==> src/rtl/frame_id_guard.sv <==
// frame_id_guard
// Store-and-forward frame checker for the 34-bit gateway message-word path.
// Each frame is buffered whole. The checker validates the kind sequence
// (head, body*, tail) and confirms that every word carries the ID expected for
// the slot. Clean frames are replayed unmodified over a valid/ready output.
// Faulty frames are dropped, counted and tagged with a cause code.
//
// Ports
//   clk_i          system clock, rising edge
//   rst_ni         synchronous active-low reset
//   in_valid_i     input word valid
//   in_word_i      [33:32] kind (00 idle, 01 head, 10 body, 11 tail),
//                  [31:28] ID, [27:0] payload
//   in_ready_o     block can accept a word (low only while draining)
//   exp_id_i       expected ID for the current slot, sampled on head accept
//   out_valid_o    output word valid
//   out_word_o     forwarded word, zero while out_valid_o is low
//   out_ready_i    downstream accepts the word
//   fault_o        one-cycle pulse per rejected frame or word
//   fault_code_o   last cause: 01 ID error, 10 sequence error, 11 overflow
//   fault_cnt_o    saturating count of rejected events
//   frame_cnt_o    saturating count of forwarded frames
module frame_id_guard #(
    parameter int MAX_LEN = 16,
    parameter int CNT_W   = 16
) (
    input  logic             clk_i,
    input  logic             rst_ni,
    input  logic             in_valid_i,
    input  logic [33:0]      in_word_i,
    output logic             in_ready_o,
    input  logic [3:0]       exp_id_i,
    output logic             out_valid_o,
    output logic [33:0]      out_word_o,
    input  logic             out_ready_i,
    output logic             fault_o,
    output logic [1:0]       fault_code_o,
    output logic [CNT_W-1:0] fault_cnt_o,
    output logic [CNT_W-1:0] frame_cnt_o
);

    localparam int IDX_W = $clog2(MAX_LEN);
    localparam int LEN_W = IDX_W + 1;

    localparam logic [1:0] K_HEAD = 2'b01;
    localparam logic [1:0] K_BODY = 2'b10;
    localparam logic [1:0] K_TAIL = 2'b11;

    localparam logic [1:0] C_ID  = 2'b01;
    localparam logic [1:0] C_SEQ = 2'b10;
    localparam logic [1:0] C_OVF = 2'b11;

    typedef enum logic [1:0] {S_IDLE, S_COLLECT, S_DISCARD, S_DRAIN} state_t;

    state_t             state_q, state_d;
    logic [LEN_W-1:0]   len_q, len_d;
    logic [IDX_W-1:0]   rd_q, rd_d;
    logic [3:0]         id_q, id_d;
    logic               out_valid_q, out_valid_d;
    logic [33:0]        out_word_q, out_word_d;
    logic               fault_q;
    logic [1:0]         fault_code_q;
    logic [CNT_W-1:0]   fault_cnt_q, frame_cnt_q;
    logic [33:0]        mem_q [MAX_LEN];

    logic               acc;
    logic [1:0]         kind;
    logic [3:0]         wid;
    logic               do_head;
    logic               ev;
    logic [1:0]         ev_code;
    logic               frame_inc;
    logic               wr_en;
    logic [IDX_W-1:0]   wr_idx;
    logic [IDX_W-1:0]   rd_nxt;

    function automatic logic [CNT_W-1:0] sat_inc(input logic [CNT_W-1:0] v);
        return (&v) ? v : v + 1'b1;
    endfunction

    assign in_ready_o = (state_q != S_DRAIN);
    assign acc        = in_valid_i & in_ready_o;
    assign kind       = in_word_i[33:32];
    assign wid        = in_word_i[31:28];
    assign rd_nxt     = rd_q + 1'b1;

    always_comb begin
        state_d     = state_q;
        len_d       = len_q;
        rd_d        = rd_q;
        id_d        = id_q;
        out_valid_d = out_valid_q;
        out_word_d  = out_word_q;
        wr_en       = 1'b0;
        wr_idx      = len_q[IDX_W-1:0];
        do_head     = 1'b0;
        ev          = 1'b0;
        ev_code     = 2'b00;
        frame_inc   = 1'b0;

        unique case (state_q)
            S_IDLE: begin
                if (acc) begin
                    if (kind == K_HEAD) begin
                        do_head = 1'b1;
                    end else if (kind != 2'b00) begin
                        ev      = 1'b1;
                        ev_code = C_SEQ;
                    end
                end
            end
            S_COLLECT: begin
                if (acc) begin
                    if (kind == K_HEAD) begin
                        // Abandon the open frame; the new head restarts collection.
                        ev      = 1'b1;
                        ev_code = C_SEQ;
                        do_head = 1'b1;
                    end else if (kind != 2'b00) begin
                        if (wid != id_q) begin
                            ev      = 1'b1;
                            ev_code = C_ID;
                            state_d = (kind == K_TAIL) ? S_IDLE : S_DISCARD;
                        end else if (kind == K_BODY && len_q == LEN_W'(MAX_LEN - 1)) begin
                            // Last slot is reserved for the tail.
                            ev      = 1'b1;
                            ev_code = C_OVF;
                            state_d = S_DISCARD;
                        end else begin
                            wr_en = 1'b1;
                            len_d = len_q + 1'b1;
                            if (kind == K_TAIL) begin
                                state_d     = S_DRAIN;
                                out_valid_d = 1'b1;
                                out_word_d  = mem_q[0];
                                rd_d        = '0;
                            end
                        end
                    end
                end
            end
            S_DISCARD: begin
                if (acc) begin
                    if (kind == K_HEAD) begin
                        do_head = 1'b1;
                    end else if (kind == K_TAIL) begin
                        state_d = S_IDLE;
                    end
                end
            end
            S_DRAIN: begin
                if (out_valid_q && out_ready_i) begin
                    if ((LEN_W'(rd_q) + LEN_W'(1)) == len_q) begin
                        out_valid_d = 1'b0;
                        out_word_d  = '0;
                        rd_d        = '0;
                        len_d       = '0;
                        frame_inc   = 1'b1;
                        state_d     = S_IDLE;
                    end else begin
                        rd_d       = rd_nxt;
                        out_word_d = mem_q[rd_nxt];
                    end
                end
            end
            default: state_d = S_IDLE;
        endcase

        if (do_head) begin
            if (wid == exp_id_i) begin
                wr_en   = 1'b1;
                wr_idx  = '0;
                id_d    = wid;
                len_d   = LEN_W'(1);
                state_d = S_COLLECT;
            end else begin
                // A sequence fault already raised this cycle takes precedence.
                if (!ev) begin
                    ev      = 1'b1;
                    ev_code = C_ID;
                end
                state_d = S_DISCARD;
            end
        end
    end

    always_ff @(posedge clk_i) begin
        if (!rst_ni) begin
            state_q      <= S_IDLE;
            len_q        <= '0;
            rd_q         <= '0;
            out_valid_q  <= 1'b0;
            out_word_q   <= '0;
            fault_q      <= 1'b0;
            fault_code_q <= 2'b00;
            fault_cnt_q  <= '0;
            frame_cnt_q  <= '0;
        end else begin
            state_q     <= state_d;
            len_q       <= len_d;
            rd_q        <= rd_d;
            out_valid_q <= out_valid_d;
            out_word_q  <= out_word_d;
            fault_q     <= ev;
            if (ev) begin
                fault_code_q <= ev_code;
                fault_cnt_q  <= sat_inc(fault_cnt_q);
            end
            if (frame_inc) begin
                frame_cnt_q <= sat_inc(frame_cnt_q);
            end
        end
    end

    // Frame storage and latched ID carry data only; no reset needed.
    always_ff @(posedge clk_i) begin
        id_q <= id_d;
        if (wr_en) begin
            mem_q[wr_idx] <= in_word_i;
        end
    end

    assign out_valid_o  = out_valid_q;
    assign out_word_o   = out_word_q;
    assign fault_o      = fault_q;
    assign fault_code_o = fault_code_q;
    assign fault_cnt_o  = fault_cnt_q;
    assign frame_cnt_o  = frame_cnt_q;

endmodule

==> config.mk <==
export PLATFORM = sky130hd
export DESIGN_NAME = frame_id_guard
export DESIGN_NICKNAME = d
export VERILOG_FILES = /design/src/rtl/frame_id_guard.sv
export SDC_FILE = /design/constraint.sdc
export NUM_CORES = 1
export LEC_CHECK = 0
export CAP_MARGIN = 20
export CORE_ASPECT_RATIO = 1.1
export CORE_MARGIN = 8
export CORE_UTILIZATION = 60
export DETAILED_ROUTE_END_ITERATION = 6
export PLACE_DENSITY = 0.84
export SYNTH_ARGS = -nofsm -noshare
export SYNTH_HDL_FRONTEND = slang
export SYNTH_SLANG_ARGS = --single-unit
==> constraint.sdc <==
create_clock -name clk_i -period 8.4 [get_ports clk_i]
set_clock_uncertainty 0.2 [all_clocks]
set_input_delay 2.52 -clock clk_i [delete_from_list [all_inputs] [get_ports clk_i]]
set_output_delay 2.52 -clock clk_i [all_outputs]
set_load 0.05 [all_outputs]
==> load_flow_metrics.sql, run 1 <==
INSERT INTO impl_metrics (metric_group, metric, value, unit) VALUES
('power', 'power.combinational.fraction', '0.021', ''),
('yosys', 'async_reset_ff_frac', '0', ''),
('yosys', 'postSynthRegisterBits', '629', ''),
('worst_setup_path', 'critPathCaptureType', 'flip-flop', ''),
('route', 'initialDrtViolationCount', '1834', ''),
('timing', 'finalCritPeriodShare', '0.785', ''),
('route', 'wire_per_inst', '29.0', 'um'),
('yosys', 'synth_most_common_cell', 'sky130_fd_sc_hd__edfxtp_1', ''),
('clocking', 'cts_buffer_depth', '3', ''),
('power', 'power.density', '212', 'nW/um2'),
('route', 'antenna_left', '0', ''),
('place', 'place.detailed.hpwl', '32900', 'um'),
('worst_setup_path', 'worst_ep_required_time', '8670', 'ps'),
('cells_and_area', 'layout.nets', '1559', ''),
('clocking', 'cts_repair_resize_count', '0', ''),
('global_route', 'grt_antenna_before_repair', '0', ''),
('worst_setup_path', 'critical-path-top-delay-family', 'simple AND/OR/NAND/NOR gates', ''),
('clocking', 'h_tree_level_count', '2', ''),
('yosys', 'synth_sequential_area_ratio', '0.725', ''),
('yosys', 'synth_top_area_frac', '0.660', ''),
('yosys', 'synth.largest_area_cell', 'sky130_fd_sc_hd__edfxtp_1', ''),
('clocking', 'cts_root_buffer', 'sky130_fd_sc_hd__clkbuf_16', ''),
('yosys', 'post_synth_main_area_contributors', 'sky130_fd_sc_hd__edfxtp_1 (66%), sky130_fd_sc_hd__mux4_2 (12%), sky130_fd_sc_hd__dfxtp_1 (6.5%)', ''),
('global_route', 'grt_pass1_wl', '91200', 'um'),
('route', 'dr.pass1.iters', '6', ''),
('power', 'internal_power', '4.91', 'mW'),
('timing', 'final.min_clock_period', '6600', 'ps'),
('die', 'die_x', '210', 'um'),
('die', 'io_pins', '113', ''),
('global_route', 'grt_pass1_vias', '14600', ''),
('power', 'leakage', '9.15', 'nW'),
('cells_and_area', 'stdcell_count', '2116', ''),
('clocking', 'path_clk_slew', '60', 'ps'),
('worst_hold_path', 'hold_path.class', 'reg -> reg', ''),
('global_route', 'global_route.usage.total', '0.251', ''),
('timing', 'grt_setup_unrepaired', 'no', ''),
('route', 'route.detailed.drc', '0', ''),
('yosys', 'ys_types', '53', ''),
('worst_setup_path', 'crit_path_cell_trace', 'clkdlybuf4s50_1 > xnor2_1 > nand4_1 > nor3_1 > a21o_1 > buf_4 > nand3_2 > o211ai_1', ''),
('worst_setup_path', 'critical_path.max_stage_delay', '1000', 'ps'),
('worst_setup_path', 'timing.critical_path.slowest_stage_cell', 'sky130_fd_sc_hd__nand3_2', ''),
('timing', 'worstMarginPinSlew', '1180', 'ps'),
('cells_and_area', 'antennaDiodeCount', '0', ''),
('die', 'start_util', '0.606', ''),
('power', 'power.switching', '1.22', 'mW'),
('timing', 'timing.final.hold_violations', '0', ''),
('worst_setup_path', 'critical_path.max_fanout', '37', ''),
('power', 'switching_share', '0.199', ''),
('yosys', 'synthTopCellsByCount', 'sky130_fd_sc_hd__edfxtp_1 (548), sky130_fd_sc_hd__mux4_2 (136), sky130_fd_sc_hd__dfxtp_1 (81)', ''),
('cells_and_area', 'fraction_of_layout_cells_with_a_size_suffix_above_1', '0.203', ''),
('clocking', 'postCtsHoldBufs', '0', ''),
('cells_and_area', 'final_core_util', '0.701', ''),
('power', 'max-vdd-ir-drop', '169', 'uV'),
('clocking', 'cts_inserted_buffers', '56', ''),
('global_route', 'gr-total-overflow', '0', ''),
('yosys', 'synth.avg_cell_area', '17.9', 'um2'),
('power', 'sequentialPowerShare', '0.556', ''),
('yosys', 'mapped_cell_area', '24900', 'um2'),
('yosys', 'syn_nets', '1441', ''),
('place', 'count_of_buffers_inserted_at_the_top_level_ports', '112', ''),
('clocking', 'clk-insertion-delay-late', '610', 'ps'),
('die', 'die_height', '230', 'um'),
('timing', 'max_freq', '152', 'MHz'),
('timing', 'drv_slew', '0', ''),
('worst_setup_path', 'path_class', 'in -> reg', ''),
('worst_setup_path', 'crit-reg2reg-launch', 'len_q[0]$_SDFF_PN0_', ''),
('route', 'vias', '14300', ''),
('run_status', 'outcome', 'finished clean', ''),
('route', 'routed_wirelength', '61400', 'um'),
('cells_and_area', 'layout-area-overhead-vs-synth', '15.6', '%'),
('die', 'fp.dieArea', '48400', 'um2');
==> per-stage QoR <==
| step | hold slack (ps) | cell area (um2) | total power [mW] | setup WS [ps] |
|---|---|---|---|---|
| after floorplan | 249 | 24900 | 3.52 | 832 |
| after global placement | 263 | 26800 | 3.59 | 1540 |
| after detailed placement | 273 | 26900 | 3.59 | 1380 |
| after CTS | 283 | 28800 | 6.13 | 1920 |
| after global routing | 297 | 28900 | 6.25 | 1670 |
| final | 283 | 28900 | 6.12 | 1800 |
==> path summary, 6_finish.rpt <==
| kind | depth (start not counted) | slack (ps) | to |
|---|---|---|---|
| max | 8 | 1800 | out_word_o[20]$_SDFFE_PN0P_ |
| min | 2 | 280 | frame_cnt_o[15]$_SDFFE_PN0P_ |
| max reg2reg | 9 | 4040 | mem_q[5][19]$_DFFE_PP_ |
| min reg2reg | 2 | 280 | frame_cnt_o[15]$_SDFFE_PN0P_ |
==> worst reg2reg max path, cell delays in order, from the launching register on <==
cell	delay, ps
sky130_fd_sc_hd__dfxtp_1	420
sky130_fd_sc_hd__ha_1	290
sky130_fd_sc_hd__and3_1	190
sky130_fd_sc_hd__ha_1	200
sky130_fd_sc_hd__nand3b_1	140
sky130_fd_sc_hd__nand4_1	200
sky130_fd_sc_hd__nor2_1	690
sky130_fd_sc_hd__nand3b_1	470
sky130_fd_sc_hd__nor2_4	830
sky130_fd_sc_hd__buf_4	410
==> routing by layer <==
layer,vias up,GRT usage,part of all wire
li1,5875,-,-
met1,7186,0.316,0.35
met2,1056,0.416,0.50
met3,223,0.0516,0.10
met4,0,0.118,0.045
met5,-,0,0
==> power groups by stage <==
stage               clock [mW]  combinational, mW  sequential [mW]
finish                    2.59              0.131             3.40
CTS                       2.60              0.127             3.40
detailed placement           0              0.125             3.47
global placement             0              0.119             3.47
floorplan                    0             0.0385             3.48
global route              2.71              0.139             3.40
==> registers in the layout, summed over array words and instances, names as in the netlist <==
name          flops
mem_q           544
out_word_o       34
fault_cnt_o      16
frame_cnt_o      16
len_q             5
id_q              4
rd_q              4
fault_code_o      2
state_q           2
fault_o           1
out_valid_o       1
==> placed cells by master (no fill, tap or decap), drive strengths merged, types with 5 or more instances in the layout <==
cell           instances
edfxtp               548
mux4                 136
clkdlybuf4s50        111
dfxtp                 81
clkbuf                70
nand2                 68
nand3                 57
o21ai                 49
nand4                 44
mux2i                 40
o211ai                40
nor2                  38
mux2                  34
buf                   34
clkinv                25
a21oi                 18
inv                   15
nor3                  14
xnor2                 13
nand2b                10
xor2                  10
ha                     9
or3                    8
and3                   7
o21a                   7
or4                    7
bufinv                 6
nor4                   6
o31ai                  6
nor2b                  5
a211oi                 5
==> area by class of cell <==
type	count	area, um2
clock buffer	70	1530
clock inverter	36	337
fill	2415	12300
inverter	13	48.8
multi-input combinational	663	6670
sequential	629	18100
tap	560	701
timing repair buffer	145	1490
==> cell families after synthesis <==
group | share of synthesized area
simple gates | 0.0561
buf+inv | 0.0148
mux | 0.154
fa+ha+maj | 0.00451
xor+xnor | 0.00807
flops | 0.725
compound gates | 0.0377
No activity file was read; power rests on OpenSTA's default activity.
==> inputs of run 2 (changes only) <==
clock period = 6.15 ns   (was 8.4 ns; I/O delays follow)
==> load_flow_metrics.sql, run 2 (synthesis gave the netlist of run 1 again) <==
INSERT INTO impl_metrics (metric_group, metric, value, unit) VALUES
('global_route', 'grt_pass1_vias', '14600', ''),
('timing', 'whs', '280', 'ps'),
('timing', 'drv_slew', '0', ''),
('timing', 'timing.final.hold_violations', '0', ''),
('route', 'route.detailed.drc', '0', ''),
('power', 'leakage', '9.22', 'nW'),
('global_route', 'global_route.usage.total', '0.243', ''),
('worst_setup_path', 'critPathCaptureType', 'flip-flop', ''),
('die', 'placeableCoreArea', '41200', 'um2'),
('cells_and_area', 'final-seq-area', '18100', 'um2'),
('worst_hold_path', 'hold_path.class', 'reg -> reg', ''),
('power', 'power.density', '295', 'nW/um2'),
('clocking', 'clock_sinks', '629', ''),
('worst_setup_path', 'critical_path.max_fanout', '23', ''),
('timing', 'setup_viol', '0', ''),
('route', 'initialDrtViolationCount', '2001', ''),
('worst_setup_path', 'timing.critical_path.slowest_stage_cell', 'sky130_fd_sc_hd__clkdlybuf4s50_1', ''),
('clocking', 'cts_inserted_buffers', '57', ''),
('clocking', 'path_clk_slew', '60', 'ps'),
('die', 'fp.dieArea', '48400', 'um2'),
('clocking', 'h_tree_level_count', '2', ''),
('route', 'vias_per_cell', '6.65', ''),
('clocking', 'cts_root_buffer', 'sky130_fd_sc_hd__clkbuf_16', ''),
('global_route', 'gr-total-overflow', '0', ''),
('cells_and_area', 'layout_common_cells', 'sky130_fd_sc_hd__edfxtp_1 (548), sky130_fd_sc_hd__mux4_2 (136), sky130_fd_sc_hd__clkdlybuf4s50_1 (111), sky130_fd_sc_hd__dfxtp_1 (80), sky130_fd_sc_hd__nand2_1 (68)', ''),
('clocking', 'cts_buffer_depth', '3', ''),
('place', 'routabilityCongestion', '0.840', ''),
('run_status', 'outcome', 'finished clean', ''),
('timing', 'grt_setup_unrepaired', 'no', ''),
('worst_setup_path', 'worst_ep_arrival_time', '5210', 'ps'),
('global_route', 'grt_antenna_before_repair', '1', ''),
('clocking', 'cts_tree', 'done', ''),
('timing', 'final.setup.tns', '0', 'ps'),
('timing', 'relSlewSlack', '0.212', ''),
('worst_setup_path', 'crit_path_cell_trace', 'clkdlybuf4s50_1 > xnor2_1 > nand4_1 > nor2_1 > nand3b_1 > nor3_2 > buf_4', ''),
('die', 'io_pins', '113', ''),
('die', 'die_height', '230', 'um'),
('worst_setup_path', 'path_class', 'in -> reg', ''),
('worst_setup_path', 'critical_path.max_stage_delay', '920', 'ps'),
('global_route', 'grt_pass1_wl', '89000', 'um'),
('cells_and_area', 'fraction_of_layout_cells_with_a_size_suffix_above_1', '0.211', ''),
('cells_and_area', 'layout_commonest_cell', 'sky130_fd_sc_hd__edfxtp_1', ''),
('cells_and_area', 'antennaDiodeCount', '0', ''),
('die', 'row_count', '78', ''),
('global_route', 'grt_max_degree', '70', ''),
('route', 'routed_wirelength', '58500', 'um'),
('place', 'place.detailed.hpwl', '31600', 'um'),
('clocking', 'clk-insertion-delay-late', '610', 'ps'),
('route', 'wire_per_inst', '27.5', 'um'),
('cells_and_area', 'layout-area-overhead-vs-synth', '16.1', '%'),
('clocking', 'cts_repair_resize_count', '0', ''),
('cells_and_area', 'flip_flop_count_of_the_largest_register_all_copies_and_words_added', '544', ''),
('job', 'drv_cap', '0', ''),
('route', 'vias', '14100', ''),
('route', 'antenna_left', '0', ''),
('place', 'dp_slack', '554', 'ps'),
('cells_and_area', 'nFillCells', '2418', ''),
('timing', 'fin_ws', '996', 'ps'),
('timing', 'worstMarginPinSlew', '1180', 'ps'),
('worst_setup_path', 'cp-start-kind', 'input pin', ''),
('cells_and_area', 'layout.nets', '1572', ''),
('die', 'die_x', '210', 'um'),
('cells_and_area', 'area_of_the_multi_input_gates', '6680', 'um2'),
('power', 'max-vdd-ir-drop', '288', 'uV'),
('worst_setup_path', 'worst_ep_required_time', '6200', 'ps'),
('die', 'start_util', '0.606', ''),
('clocking', 'postCtsSetupRepairBufs', '0', ''),
('timing', 'max_freq', '194', 'MHz'),
('cells_and_area', 'top_register', 'mem_q', ''),
('clocking', 'postCtsHoldBufs', '0', ''),
('place', 'count_of_buffers_inserted_at_the_top_level_ports', '112', ''),
('route', 'dr.pass1.iters', '7', ''),
('timing', 'finalCritPeriodShare', '0.838', ''),
('timing', 'final.min_clock_period', '5150', 'ps');
run 2: cell types whose count changed in the layout (fill, tap and decap cells not counted), sizes merged:
cell      before  now
buf           34   46
clkbuf        70   71
bufinv         6   10
clkinv        25   16
clkinvlp       3    4
inv           15   17
run 2: power by group:
group / total, mW / switching, mW / leakage (nW) / internal [mW]
sequential: 4.65 / 0.00768 / 5.58 / 4.64
combinational: 0.174 / 0.120 / 2.70 / 0.0541
clock: 3.73 / 1.57 / 0.948 / 2.17
run 2: final cells by class:
cell class / count / area share
timing repair buffer: 157 / 0.0516
clock buffer: 71 / 0.0521
inverter: 13 / 0.00169
sequential: 629 / 0.624
multi-input combinational: 663 / 0.231
clock inverter: 34 / 0.0154
tap: 560 / 0.0242
run 2: stage by stage:
stage	area, um2	cells	total power, mW	util
floorplan	25000	1390	4.81	-
global placement	27000	2022	4.90	0.656
detailed placement	27000	2022	4.91	0.656
CTS	29000	2127	8.59	0.703
global route	29000	2127	8.75	0.703
finish	29000	2127	8.55	0.703
run 2: metal layers:
metal  vias up  GRT usage  routed length (um)
li1       5907          -                   -
met5         -          0                  10
met2       883      0.394               28900
met4         2      0.108                2360
met3       173     0.0540                5760
met1      7179      0.313               21400
run 2: path summary, 6_finish.rpt:
path | end | from | slack, ps | cells after the start
setup / recovery | mem_q[1][20]$_DFFE_PP_ | in_word_i[31] | 1000 | 7
hold / removal | frame_cnt_o[15]$_SDFFE_PN0P_ | frame_cnt_o[15]$_SDFFE_PN0P_ | 280 | 2
setup reg to reg | out_word_o[33]$_SDFFE_PN0P_ | rd_q[0]$_SDFFE_PN0P_ | 2240 | 8
hold reg to reg | frame_cnt_o[15]$_SDFFE_PN0P_ | frame_cnt_o[15]$_SDFFE_PN0P_ | 280 | 2
run 2: critical path: cells and delay by family:
kind | cells | cell delay, ps
xor+xnor | 1 | 190
buf+inv | 2 | 1390
simple gates | 4 | 1760
==> inputs of run 3 (changes only) <==
clock period = 5.15 ns   (was 6.15 ns; I/O delays follow)
==> load_flow_metrics.sql, run 3 (synthesis gave the netlist of run 1 again) <==
INSERT INTO impl_metrics (metric_group, metric, value, unit) VALUES
('route', 'antenna_left', '0', ''),
('route', 'dr.pass1.iters', '7', ''),
('place', 'place.detailed.hpwl', '32300', 'um'),
('die', 'die_height', '230', 'um'),
('worst_setup_path', 'worst_ep_required_time', '5460', 'ps'),
('clocking', 'path_clk_slew', '70', 'ps'),
('die', 'fp.dieArea', '48400', 'um2'),
('clocking', 'postCtsSetupRepairBufs', '0', ''),
('global_route', 'grt_pass1_wl', '89100', 'um'),
('die', 'placeableCoreArea', '41200', 'um2'),
('clocking', 'cts_root_buffer', 'sky130_fd_sc_hd__clkbuf_16', ''),
('clocking', 'cts_tree', 'done', ''),
('cells_and_area', 'layout_commonest_cell', 'sky130_fd_sc_hd__edfxtp_1', ''),
('cells_and_area', 'layout.nets', '1579', ''),
('global_route', 'gr-total-overflow', '0', ''),
('route', 'initialDrtViolationCount', '1765', ''),
('worst_setup_path', 'worst_ep_arrival_time', '4610', 'ps'),
('timing', 'grt_setup_unrepaired', 'no', ''),
('power', 'power.density', '359', 'nW/um2'),
('cells_and_area', 'layout-area-overhead-vs-synth', '17.2', '%'),
('route', 'vias_per_cell', '6.68', ''),
('cells_and_area', 'nFillCells', '2361', ''),
('clocking', 'cts_repair_resize_count', '0', ''),
('global_route', 'grt_max_degree', '138', ''),
('die', 'io_pins', '113', ''),
('cells_and_area', 'stdcell_count', '2138', ''),
('timing', 'final.min_clock_period', '4300', 'ps'),
('place', 'dp_slack', '293', 'ps'),
('route', 'vias', '14300', ''),
('timing', 'fin_ws', '852', 'ps'),
('global_route', 'grt_antenna_before_repair', '1', ''),
('timing', 'setup_viol', '0', ''),
('worst_hold_path', 'hold_path.class', 'reg -> reg', ''),
('clocking', 'h_tree_level_count', '2', ''),
('route', 'routed_wirelength', '59500', 'um'),
('worst_setup_path', 'path_class', 'in -> reg', ''),
('timing', 'finalCritPeriodShare', '0.835', ''),
('place', 'count_of_buffers_inserted_at_the_top_level_ports', '112', ''),
('worst_setup_path', 'r2r.worst_path.cells', '9', ''),
('cells_and_area', 'antennaDiodeCount', '0', ''),
('worst_hold_path', 'min_delay_path_depth', '2', ''),
('clocking', 'postCtsHoldBufs', '0', ''),
('job', 'drv_cap', '0', ''),
('global_route', 'global_route.usage.total', '0.244', ''),
('cells_and_area', 'fraction_of_layout_cells_with_a_size_suffix_above_1', '0.217', ''),
('place', 'routabilityCongestion', '0.843', ''),
('die', 'row_count', '78', ''),
('run_status', 'outcome', 'finished clean', ''),
('timing', 'worstMarginPinSlew', '1080', 'ps'),
('cells_and_area', 'top_register', 'mem_q', ''),
('die', 'start_util', '0.606', ''),
('clocking', 'clock_sinks', '629', ''),
('timing', 'drv_slew', '0', ''),
('worst_setup_path', 'cp-start-kind', 'input pin', ''),
('global_route', 'grt_pass1_vias', '14400', ''),
('timing', 'max_freq', '233', 'MHz'),
('power', 'leakage', '9.34', 'nW'),
('place', 'placed_area', '27100', 'um2'),
('worst_setup_path', 'critical_path.max_fanout', '22', ''),
('die', 'die_x', '210', 'um'),
('timing', 'timing.final.hold_violations', '0', ''),
('cells_and_area', 'flip_flop_count_of_the_largest_register_all_copies_and_words_added', '544', ''),
('clocking', 'clk-insertion-delay-late', '610', 'ps'),
('timing', 'relSlewSlack', '0.280', ''),
('cells_and_area', 'final_core_util', '0.710', ''),
('route', 'route.detailed.drc', '0', ''),
('clocking', 'cts_inserted_buffers', '59', ''),
('cells_and_area', 'stdcell_area', '29200', 'um2'),
('clocking', 'cts_buffer_depth', '3', ''),
('power', 'max-vdd-ir-drop', '282', 'uV'),
('worst_setup_path', 'critPathCaptureType', 'flip-flop', ''),
('cells_and_area', 'layout_common_cells', 'sky130_fd_sc_hd__edfxtp_1 (548), sky130_fd_sc_hd__mux4_2 (136), sky130_fd_sc_hd__clkdlybuf4s50_1 (111), sky130_fd_sc_hd__dfxtp_1 (80), sky130_fd_sc_hd__nand2_1 (68)', ''),
('place', 'place.detailed.instances', '2027', ''),
('route', 'wire_per_inst', '27.8', 'um');
[run 3: changes by cell type in the layout (fill, tap and decap cells not counted), moves of 2 or more]
cell	before	now
sky130_fd_sc_hd__buf_12	3	6
sky130_fd_sc_hd__bufinv_16	10	13
sky130_fd_sc_hd__clkinvlp_4	4	2
sky130_fd_sc_hd__nor3_4	0	4
sky130_fd_sc_hd__clkbuf_16	57	61
sky130_fd_sc_hd__buf_4	43	45
sky130_fd_sc_hd__nor3_2	4	0
sky130_fd_sc_hd__clkinv_2	9	12
[run 3: cell type report]
class / count / area [um2] / share of cell area
multi-input cells: 663 / 6700 / 0.229
clock buffers: 74 / 1610 / 0.0549
repair buffers: 162 / 1570 / 0.0537
well taps: 560 / 701 / 0.0240
flip-flops and latches: 629 / 18100 / 0.619
clock inverters: 37 / 524 / 0.0179
inverters: 13 / 48.8 / 0.00167
[run 3: final timing paths]
path              slack [ps]                            to                         start
hold / removal           290  fault_cnt_o[11]$_SDFFE_PN0P_  fault_cnt_o[11]$_SDFFE_PN0P_
setup reg to reg        1300   out_word_o[10]$_SDFFE_PN0P_          rd_q[0]$_SDFFE_PN0P_
setup / recovery         850   out_word_o[10]$_SDFFE_PN0P_                 in_word_i[29]
hold reg to reg          290  fault_cnt_o[11]$_SDFFE_PN0P_  fault_cnt_o[11]$_SDFFE_PN0P_
[run 3: per-layer routing]
metal  vias up  track usage  share of wire
met5         -            0        0.00022
li1       5922            -              -
met1      7271        0.316           0.36
met3       133       0.0512           0.10
met4         2       0.0768          0.026
met2       953        0.414           0.51
[run 3: power by group]
part           switching, mW  internal, mW
logic                  0.147        0.0657
clock network           1.87          2.86
registers            0.00894          5.54
[run 3: critical path: stages]
cell,delay (ps)
sky130_fd_sc_hd__clkdlybuf4s50_1,750
sky130_fd_sc_hd__xnor2_1,170
sky130_fd_sc_hd__nand4_1,300
sky130_fd_sc_hd__nor3_1,550
sky130_fd_sc_hd__a21o_1,170
sky130_fd_sc_hd__nand3_2,390
sky130_fd_sc_hd__buf_4,420
sky130_fd_sc_hd__o211ai_1,290
[run 3: metrics by stage]
stage | hold slack [ps] | power (mW) | TNS [ps]
floorplan | 249 | 5.74 | -1360
global placement | 259 | 5.85 | 0
detailed placement | 276 | 5.86 | 0
CTS | 285 | 10.5 | 0
global route | 302 | 10.7 | 0
finish | 286 | 10.5 | 0
